===== src/rtl/key_move_decoder_pkg.sv =====
// Shared definitions for the keypad move decoder: key codes, move
// directions and FSM state encoding.
package key_pkg;

  localparam logic [3:0] KEY_UP      = 4'd1;
  localparam logic [3:0] KEY_DOWN    = 4'd9;
  localparam logic [3:0] KEY_LEFT    = 4'd4;
  localparam logic [3:0] KEY_RIGHT   = 4'd6;
  localparam logic [3:0] KEY_RESTART = 4'd15;

  typedef enum logic [1:0] {
    DIR_UP    = 2'd0,
    DIR_DOWN  = 2'd1,
    DIR_LEFT  = 2'd2,
    DIR_RIGHT = 2'd3
  } dir_t;

  typedef enum logic [1:0] {
    IDLE     = 2'd0,
    DEBOUNCE = 2'd1,
    HELD     = 2'd2,
    RELEASE  = 2'd3
  } state_t;

  // True for the four keys that produce a move command.
  function automatic logic is_dir_key(input logic [3:0] code);
    return (code == KEY_UP) || (code == KEY_DOWN) ||
           (code == KEY_LEFT) || (code == KEY_RIGHT);
  endfunction

  // Direction encoding for a move key; callers only use it when is_dir_key().
  function automatic dir_t dir_of_key(input logic [3:0] code);
    case (code)
      KEY_DOWN:  return DIR_DOWN;
      KEY_LEFT:  return DIR_LEFT;
      KEY_RIGHT: return DIR_RIGHT;
      default:   return DIR_UP;
    endcase
  endfunction

endpackage


===== src/rtl/key_move_decoder_if.sv =====
// Bundle between the keypad scanner side and the move decoder.
interface key_move_decoder_if;
  logic       key_valid;
  logic [3:0] key_value;
  logic       move_valid;
  logic [1:0] move_dir;
  logic       restart_pulse;
  logic       key_held;
  logic [3:0] last_key;

  // Scanner / consumer side.
  modport master (
    output key_valid, key_value,
    input  move_valid, move_dir, restart_pulse, key_held, last_key
  );

  // Decoder side.
  modport slave (
    input  key_valid, key_value,
    output move_valid, move_dir, restart_pulse, key_held, last_key
  );
endinterface


===== src/rtl/key_move_decoder_hold_timer.sv =====
// Loadable saturating up/down counter used for debounce and auto-repeat
// timing. Load has priority over counting; the count never wraps.
module key_hold_timer #(
  parameter int unsigned CNT_W = 16
) (
  input  logic             clk,
  input  logic             reset,
  input  logic             load_i,
  input  logic [CNT_W-1:0] load_val_i,
  input  logic             inc_i,
  input  logic             dec_i,
  output logic [CNT_W-1:0] count_o,
  output logic             at_one_o
);

  logic [CNT_W-1:0] count_q, count_d;

  // Next count: load, else saturating increment or decrement.
  always_comb begin
    count_d = count_q;
    if (load_i) begin
      count_d = load_val_i;
    end else if (inc_i && (count_q != '1)) begin
      count_d = count_q + 1'b1;
    end else if (dec_i && (count_q != '0)) begin
      count_d = count_q - 1'b1;
    end
  end

  // Count register.
  always_ff @(posedge clk) begin
    if (reset) count_q <= '0;
    else       count_q <= count_d;
  end

  assign count_o  = count_q;
  assign at_one_o = (count_q == CNT_W'(1));

endmodule


===== src/rtl/key_move_decoder.sv =====
// Debounces the scanner's held-key level and turns accepted keys into
// single-cycle move / restart commands, with auto-repeat on held moves.
module key_move_decoder
  import key_pkg::*;
#(
  parameter int unsigned DEBOUNCE_CYCLES = 1000,
  parameter int unsigned REPEAT_DELAY    = 25000,
  parameter int unsigned REPEAT_PERIOD   = 10000,
  parameter int unsigned CNT_W           = 16
) (
  input logic              clk,
  input logic              reset,
  key_move_decoder_if.slave kif
);

  if (DEBOUNCE_CYCLES == 0 || REPEAT_DELAY == 0 || REPEAT_PERIOD == 0) begin : g_zero_param
    $error("key_move_decoder: timing parameters must be non-zero");
  end
  if ((DEBOUNCE_CYCLES >> CNT_W) != 0 || (REPEAT_DELAY >> CNT_W) != 0 ||
      (REPEAT_PERIOD >> CNT_W) != 0) begin : g_width_param
    $error("key_move_decoder: CNT_W too narrow for timing parameters");
  end

  state_t     state_q;
  logic [3:0] code_q;
  logic       accept_q;
  logic       move_valid_q;
  dir_t       move_dir_q;
  logic       restart_q;
  logic       key_held_q;
  logic [3:0] last_key_q;

  logic             tmr_load_d;
  logic [CNT_W-1:0] tmr_val_d;
  logic             tmr_inc_d;
  logic             tmr_dec_d;
  logic [CNT_W-1:0] tmr_cnt;
  logic             tmr_at_one;

  logic same_key, new_key, at_db;

  assign same_key = kif.key_valid && (kif.key_value == code_q);
  assign new_key  = kif.key_valid && (kif.key_value != code_q);
  assign at_db    = (tmr_cnt == CNT_W'(DEBOUNCE_CYCLES));

  key_hold_timer #(.CNT_W(CNT_W)) u_timer (
    .clk       (clk),
    .reset     (reset),
    .load_i    (tmr_load_d),
    .load_val_i(tmr_val_d),
    .inc_i     (tmr_inc_d),
    .dec_i     (tmr_dec_d),
    .count_o   (tmr_cnt),
    .at_one_o  (tmr_at_one)
  );

  // Timer control derived from the current state and keypad input.
  always_comb begin
    tmr_load_d = 1'b0;
    tmr_val_d  = '0;
    tmr_inc_d  = 1'b0;
    tmr_dec_d  = 1'b0;
    case (state_q)
      IDLE: begin
        if (kif.key_valid) begin
          tmr_load_d = 1'b1;
          tmr_val_d  = CNT_W'(1);
        end
      end
      DEBOUNCE: begin
        if (new_key) begin
          tmr_load_d = 1'b1;
          tmr_val_d  = CNT_W'(1);
        end else if (same_key && !at_db) begin
          tmr_inc_d = 1'b1;
        end
      end
      HELD: begin
        if (accept_q) begin
          tmr_load_d = 1'b1;
          tmr_val_d  = CNT_W'(REPEAT_DELAY);
        end else if (!kif.key_valid || new_key) begin
          tmr_load_d = 1'b1;
          tmr_val_d  = CNT_W'(1);
        end else if (tmr_at_one) begin
          // Non-move keys park at 1: they never repeat.
          if (is_dir_key(code_q)) begin
            tmr_load_d = 1'b1;
            tmr_val_d  = CNT_W'(REPEAT_PERIOD);
          end
        end else begin
          tmr_dec_d = 1'b1;
        end
      end
      RELEASE: begin
        if (!kif.key_valid) begin
          tmr_inc_d = !at_db;
        end else if (same_key) begin
          tmr_load_d = 1'b1;
          tmr_val_d  = CNT_W'(REPEAT_DELAY);
        end else begin
          tmr_load_d = 1'b1;
          tmr_val_d  = CNT_W'(1);
        end
      end
      default: ;
    endcase
  end

  // Decoder FSM with registered command outputs. Acceptance happens in the
  // first HELD cycle (accept_q), one cycle after debounce completes.
  always_ff @(posedge clk) begin
    if (reset) begin
      state_q      <= IDLE;
      code_q       <= 4'd0;
      accept_q     <= 1'b0;
      move_valid_q <= 1'b0;
      move_dir_q   <= DIR_UP;
      restart_q    <= 1'b0;
      key_held_q   <= 1'b0;
      last_key_q   <= 4'd0;
    end else begin
      move_valid_q <= 1'b0;
      restart_q    <= 1'b0;
      case (state_q)
        IDLE: begin
          if (kif.key_valid) begin
            code_q  <= kif.key_value;
            state_q <= DEBOUNCE;
          end
        end
        DEBOUNCE: begin
          if (!kif.key_valid) begin
            state_q <= IDLE;
          end else if (new_key) begin
            code_q <= kif.key_value;
          end else if (at_db) begin
            state_q  <= HELD;
            accept_q <= 1'b1;
          end
        end
        HELD: begin
          if (accept_q) begin
            accept_q   <= 1'b0;
            last_key_q <= code_q;
            key_held_q <= 1'b1;
            if (is_dir_key(code_q)) begin
              move_valid_q <= 1'b1;
              move_dir_q   <= dir_of_key(code_q);
            end else if (code_q == KEY_RESTART) begin
              restart_q <= 1'b1;
            end
          end else if (new_key) begin
            code_q     <= kif.key_value;
            key_held_q <= 1'b0;
            state_q    <= DEBOUNCE;
          end else if (!kif.key_valid) begin
            state_q <= RELEASE;
          end else if (tmr_at_one && is_dir_key(code_q)) begin
            move_valid_q <= 1'b1;
          end
        end
        RELEASE: begin
          if (!kif.key_valid) begin
            if (at_db) begin
              key_held_q <= 1'b0;
              state_q    <= IDLE;
            end
          end else if (same_key) begin
            state_q <= HELD;
          end else begin
            code_q     <= kif.key_value;
            key_held_q <= 1'b0;
            state_q    <= DEBOUNCE;
          end
        end
        default: state_q <= IDLE;
      endcase
    end
  end

  assign kif.move_valid    = move_valid_q;
  assign kif.move_dir      = move_dir_q;
  assign kif.restart_pulse = restart_q;
  assign kif.key_held      = key_held_q;
  assign kif.last_key      = last_key_q;

endmodule


===== src/flat_wrapper.sv =====
// flat-port wrapper written by rule: the top's interface ports become plain ports
module key_move_decoder_flat import key_pkg::*;
#(
  parameter int unsigned DEBOUNCE_CYCLES = 1000,
  parameter int unsigned REPEAT_DELAY    = 25000,
  parameter int unsigned REPEAT_PERIOD   = 10000,
  parameter int unsigned CNT_W           = 16
)
  (clk, reset, kif_key_valid, kif_key_value, kif_move_valid, kif_move_dir, kif_restart_pulse, kif_key_held, kif_last_key);
  key_move_decoder_if kif_i ();
  input logic clk;
  input logic reset;
  input wire logic [$bits(kif_i.key_valid)-1:0] kif_key_valid;
  input wire logic [$bits(kif_i.key_value)-1:0] kif_key_value;
  output wire logic [$bits(kif_i.move_valid)-1:0] kif_move_valid;
  output wire logic [$bits(kif_i.move_dir)-1:0] kif_move_dir;
  output wire logic [$bits(kif_i.restart_pulse)-1:0] kif_restart_pulse;
  output wire logic [$bits(kif_i.key_held)-1:0] kif_key_held;
  output wire logic [$bits(kif_i.last_key)-1:0] kif_last_key;
  assign kif_i.key_valid = kif_key_valid;
  assign kif_i.key_value = kif_key_value;
  assign kif_move_valid = kif_i.move_valid;
  assign kif_move_dir = kif_i.move_dir;
  assign kif_restart_pulse = kif_i.restart_pulse;
  assign kif_key_held = kif_i.key_held;
  assign kif_last_key = kif_i.last_key;
  key_move_decoder #(.DEBOUNCE_CYCLES(DEBOUNCE_CYCLES), .REPEAT_DELAY(REPEAT_DELAY), .REPEAT_PERIOD(REPEAT_PERIOD), .CNT_W(CNT_W)) u_core (.clk(clk), .reset(reset), .kif(kif_i));
endmodule

===== config.mk =====
export PLATFORM = sky130hd
export DESIGN_NAME = key_move_decoder_flat
export DESIGN_NICKNAME = d
export VERILOG_FILES = /design/src/rtl/key_move_decoder_pkg.sv /design/src/rtl/key_move_decoder_if.sv /design/src/rtl/key_move_decoder_hold_timer.sv /design/src/rtl/key_move_decoder.sv /design/src/flat_wrapper.sv
export SDC_FILE = /design/constraint.sdc
export NUM_CORES = 1
export LEC_CHECK = 0
export CAP_MARGIN = 20
export CORE_MARGIN = 5
export CORE_UTILIZATION = 50
export DETAILED_ROUTE_END_ITERATION = 10
export PLACE_DENSITY_LB_ADDON = 0.2
export SETUP_SLACK_MARGIN = 0.02
export SLEW_MARGIN = 20
export SYNTH_ARGS = -nofsm -noshare
export SYNTH_HDL_FRONTEND = slang
export SYNTH_SLANG_ARGS = --single-unit
export TNS_END_PERCENT = 50

===== constraint.sdc =====
create_clock -name clk -period 3.5 [get_ports clk]
set_clock_uncertainty 0.1 [all_clocks]
set_input_delay 0.7 -clock clk [delete_from_list [all_inputs] [get_ports clk]]
set_output_delay 0.7 -clock clk [all_outputs]
set_load 0.02 [all_outputs]

==> flow_summary.json <==
{
  "syn_area_um2": 2522,
  "r2r_setup_slack_ns": 0.62,
  "design_power_total_w": 0.001613,
  "rsz0062_at_grt": "false",
  "yosysWarnings": 0,
  "endpoint_kind": "register",
  "cts.clk_slew.worst_paths_ns": 0.07,
  "grt_overflow": 0,
  "cp-startpoint": "kif_key_value[1]",
  "whs_ns": 0.3549,
  "fin_util": 0.5953,
  "r2r_start": "u_core.state_q[0]",
  "yosysUniqueCellTypes": 65,
  "drt-total-wl_um": 6938,
  "htreeDepth": 2,
  "hpwl_um": 5172,
  "syn_to_final_growth_pct": 13.69,
  "ys.flop_type": "dfxtp_1",
  "synth_area_leaders": "dfxtp_1 (25%), nand2_1 (5.2%), mux2i_1 (5.2%)",
  "initial_core_util": 0.5236,
  "power_density_nw_per_um2": 562.4,
  "tritoncts": "yes",
  "cts_num_sinks": 32,
  "syn_area_per_cell_um2": 7.644,
  "die-area_um2": 6565,
  "worstPathRequired_ns": 3.55,
  "cap_viol_max_count": 0,
  "post_cts_resize_count": 0,
  "cp_max_fo": 4,
  "setup-tns-final_ns": 0,
  "async_reset_ff_frac": 0,
  "netSwitchingPower_w": 0.0006536,
  "num_vias": 2586,
  "netSwitchingFraction": 0.4052,
  "numCtsBuffers": 5,
  "yosysSeqAreaShare": 0.2540,
  "grt_pass1_vias": 2308,
  "grt_max_degree": 15,
  "nNetsFinal": 358,
  "period_minus_slack_ns": 3.172,
  "clock-root-buffer": "clkbuf_8",
  "clk-insertion-delay-late_ns": 0.29,
  "p_leak_nw": 1.005,
  "hold_viol_final": 0,
  "seqPwrFrac": 0.325,
  "die_w_um": 81.03,
  "ys_ff_latch": 32,
  "p_int_w": 0.0009593,
  "r2r-end": "u_core.u_timer.count_o[3]",
  "postCtsHoldBufs": 0,
  "holdCritPathClass": "reg -> reg",
  "wl_per_cell_um": 16.88,
  "yosysTopAreaCellShare": 0.2540,
  "dr.pass1.iters": 5,
  "route.detailed.drc": 0,
  "reg2regPathDepth": 10,
  "max_freq_mhz": 315.3,
  "ant_nets": 0,
  "fin_crit_sh": 0.9062,
  "grt_usage": 0.2209,
  "antenna_cells": 0,
  "worst_pin_slew_ns": 0.4695,
  "drt_iter0_drc": 420,
  "portBuffers": 15,
  "core_um2": 4817,
  "antenna_found_initial": 0,
  "peakVddDrop_mv": 0.2597,
  "setup_viol": 0,
  "max_slew_margin": 0.6826,
  "final_max_slew_viol_count": 0,
  "syn_inst": 330,
  "routabilityCongestion": 0.9678,
  "clkPwrFrac": 0.221,
  "power_frac_comb": 0.454,
  "io_pins": 16,
  "status": "finished, final reports clean",
  "cts_max_path_buffers": 2,
  "layout-drive-gt1-share": 0.1250,
  "post_cts_buffers": 0,
  "crit_path_start_kind": "primary input",
  "n_fill_cell": 464,
  "grt_pass1_wl_um": 11260,
  "die_h_um": 81.03,
  "num_rows": 25,
  "syn_nets": 345,
  "cp.arrival_ns": 3.22,
  "path_class": "in -> reg",
  "cp-endpoint": "u_core.u_timer.count_o[14]",
  "routed_via_density": 6.292,
  "synth_edf_count": 0,
  "yosysTopAreaCell": "dfxtp_1"
}
==> kinds of logic after synthesis <==
logic type / synth area share
AO/OA/AOI/OAI: 0.2312
XOR/XNOR: 0.02083
adder cells (fa/ha/maj): 0.03968
buffers and inverters: 0.07788
flip-flops: 0.2540
multiplexers: 0.05605
AND/OR/NAND/NOR: 0.3205
==> layout make-up <==
class / instances / area (um2) / area share
inverters: 13 / 48.80 / 0.01702
clock buffers: 5 / 68.82 / 0.02400
repair buffers: 33 / 297.8 / 0.1038
flip-flops and latches: 32 / 640.6 / 0.2234
multi-input cells: 258 / 1685 / 0.5877
clock inverters: 3 / 42.54 / 0.01483
well taps: 67 / 83.83 / 0.02923
==> worst max-delay path: stages <==
cell	delay, ns
clkdlybuf4s50_1	0.43
xor2_1	0.18
nor4_2	0.46
buf_4	0.21
nand2_1	0.10
or3_1	0.40
or4_1	0.51
o311ai_0	0.12
a22oi_1	0.11
==> cell usage after synthesis, types with 4 or more instances <==
cell / number
inv_1: 13
nor4_1: 6
and3_1: 9
buf_2: 7
nand3_1: 11
ha_1: 8
or4_1: 4
nand2_1: 35
nand4_1: 6
nor3_1: 18
a211oi_1: 5
mux2i_1: 13
nand2b_1: 6
nor2_1: 30
o21ai_0: 12
or3_1: 6
clkbuf_1: 11
xor2_1: 5
a31oi_1: 6
a21oi_1: 14
buf_4: 4
dfxtp_1: 32
==> metal layers <==
layer	share of wire	track usage
met1	0.44	0.2780
met2	0.47	0.3670
met3	0.069	0.04545
met4	0.023	0.08953
met5	0	0
==> state kept, by name (all words and copies together), names as in the netlist <==
register and flops:
u_core.kif.key_held 1, u_core.kif.move_dir 2, u_core.kif.last_key 4, u_core.accept_q 1, u_core.kif.move_valid 1, u_core.state_q 2
u_core.code_q 4, u_core.u_timer.count_o 16, u_core.kif.restart_pulse 1
==> worst min path at each step <==
| stage | from | end | slack, ns | cells after the start |
|---|---|---|---|---|
| 2_1_floorplan | u_core.code_q[3] | u_core.kif.last_key[3] | 0.39 | 2 |
| 6_report | u_core.kif.last_key[2] | u_core.kif.last_key[2] | 0.35 | 2 |
| 4_1_cts | u_core.kif.last_key[2] | u_core.kif.last_key[2] | 0.36 | 2 |
| 5_1_grt | u_core.kif.last_key[2] | u_core.kif.last_key[2] | 0.39 | 2 |
| 3_3_place_gp | u_core.kif.last_key[3] | u_core.kif.last_key[3] | 0.34 | 2 |
| 3_5_place_dp | u_core.kif.last_key[2] | u_core.kif.last_key[2] | 0.35 | 2 |
==> power groups by stage <==
stage	clock, W	sequential, W	combinational, W
after floorplan	0	0.000464	0.000614
after CTS	0.000370	0.000518	0.000719
after global placement	0	0.000528	0.000716
after detailed placement	0	0.000526	0.000714
after global routing	0.000382	0.000532	0.000800
final	0.000357	0.000523	0.000732
==> placed cells by master, fill, tap and decap left out, types with 3 or more instances in the layout <==
cell type / synthesis / final
a211oi_1: 5 / 5
a21oi_1: 14 / 14
a31o_2: 3 / 3
a31oi_1: 6 / 6
and3_1: 9 / 9
buf_4: 4 / 17
clkbuf_8: 0 / 5
clkdlybuf4s50_1: 0 / 15
dfxtp_1: 32 / 32
ha_1: 8 / 8
inv_1: 13 / 13
mux2i_1: 13 / 13
nand2_1: 35 / 35
nand2b_1: 6 / 6
nand3_1: 11 / 11
nand4_1: 6 / 6
nor2_1: 30 / 30
nor3_1: 18 / 18
nor4_1: 6 / 6
o211ai_1: 3 / 3
o21ai_0: 12 / 12
o31ai_1: 3 / 3
or3_1: 6 / 6
or4_1: 4 / 4
xor2_1: 5 / 5
==> stage by stage <==
stage          worst slack [ns]  instances  area [um2]
3_3_place_gp            0.08846        403        2756
6_report                 0.3282        411        2868
2_1_floorplan            0.6074        330        2522
4_1_cts                  0.3720        411        2868
3_5_place_dp            0.04448        403        2756
5_1_grt                  0.1313        411        2868
(Power assumes the default switching activity.)
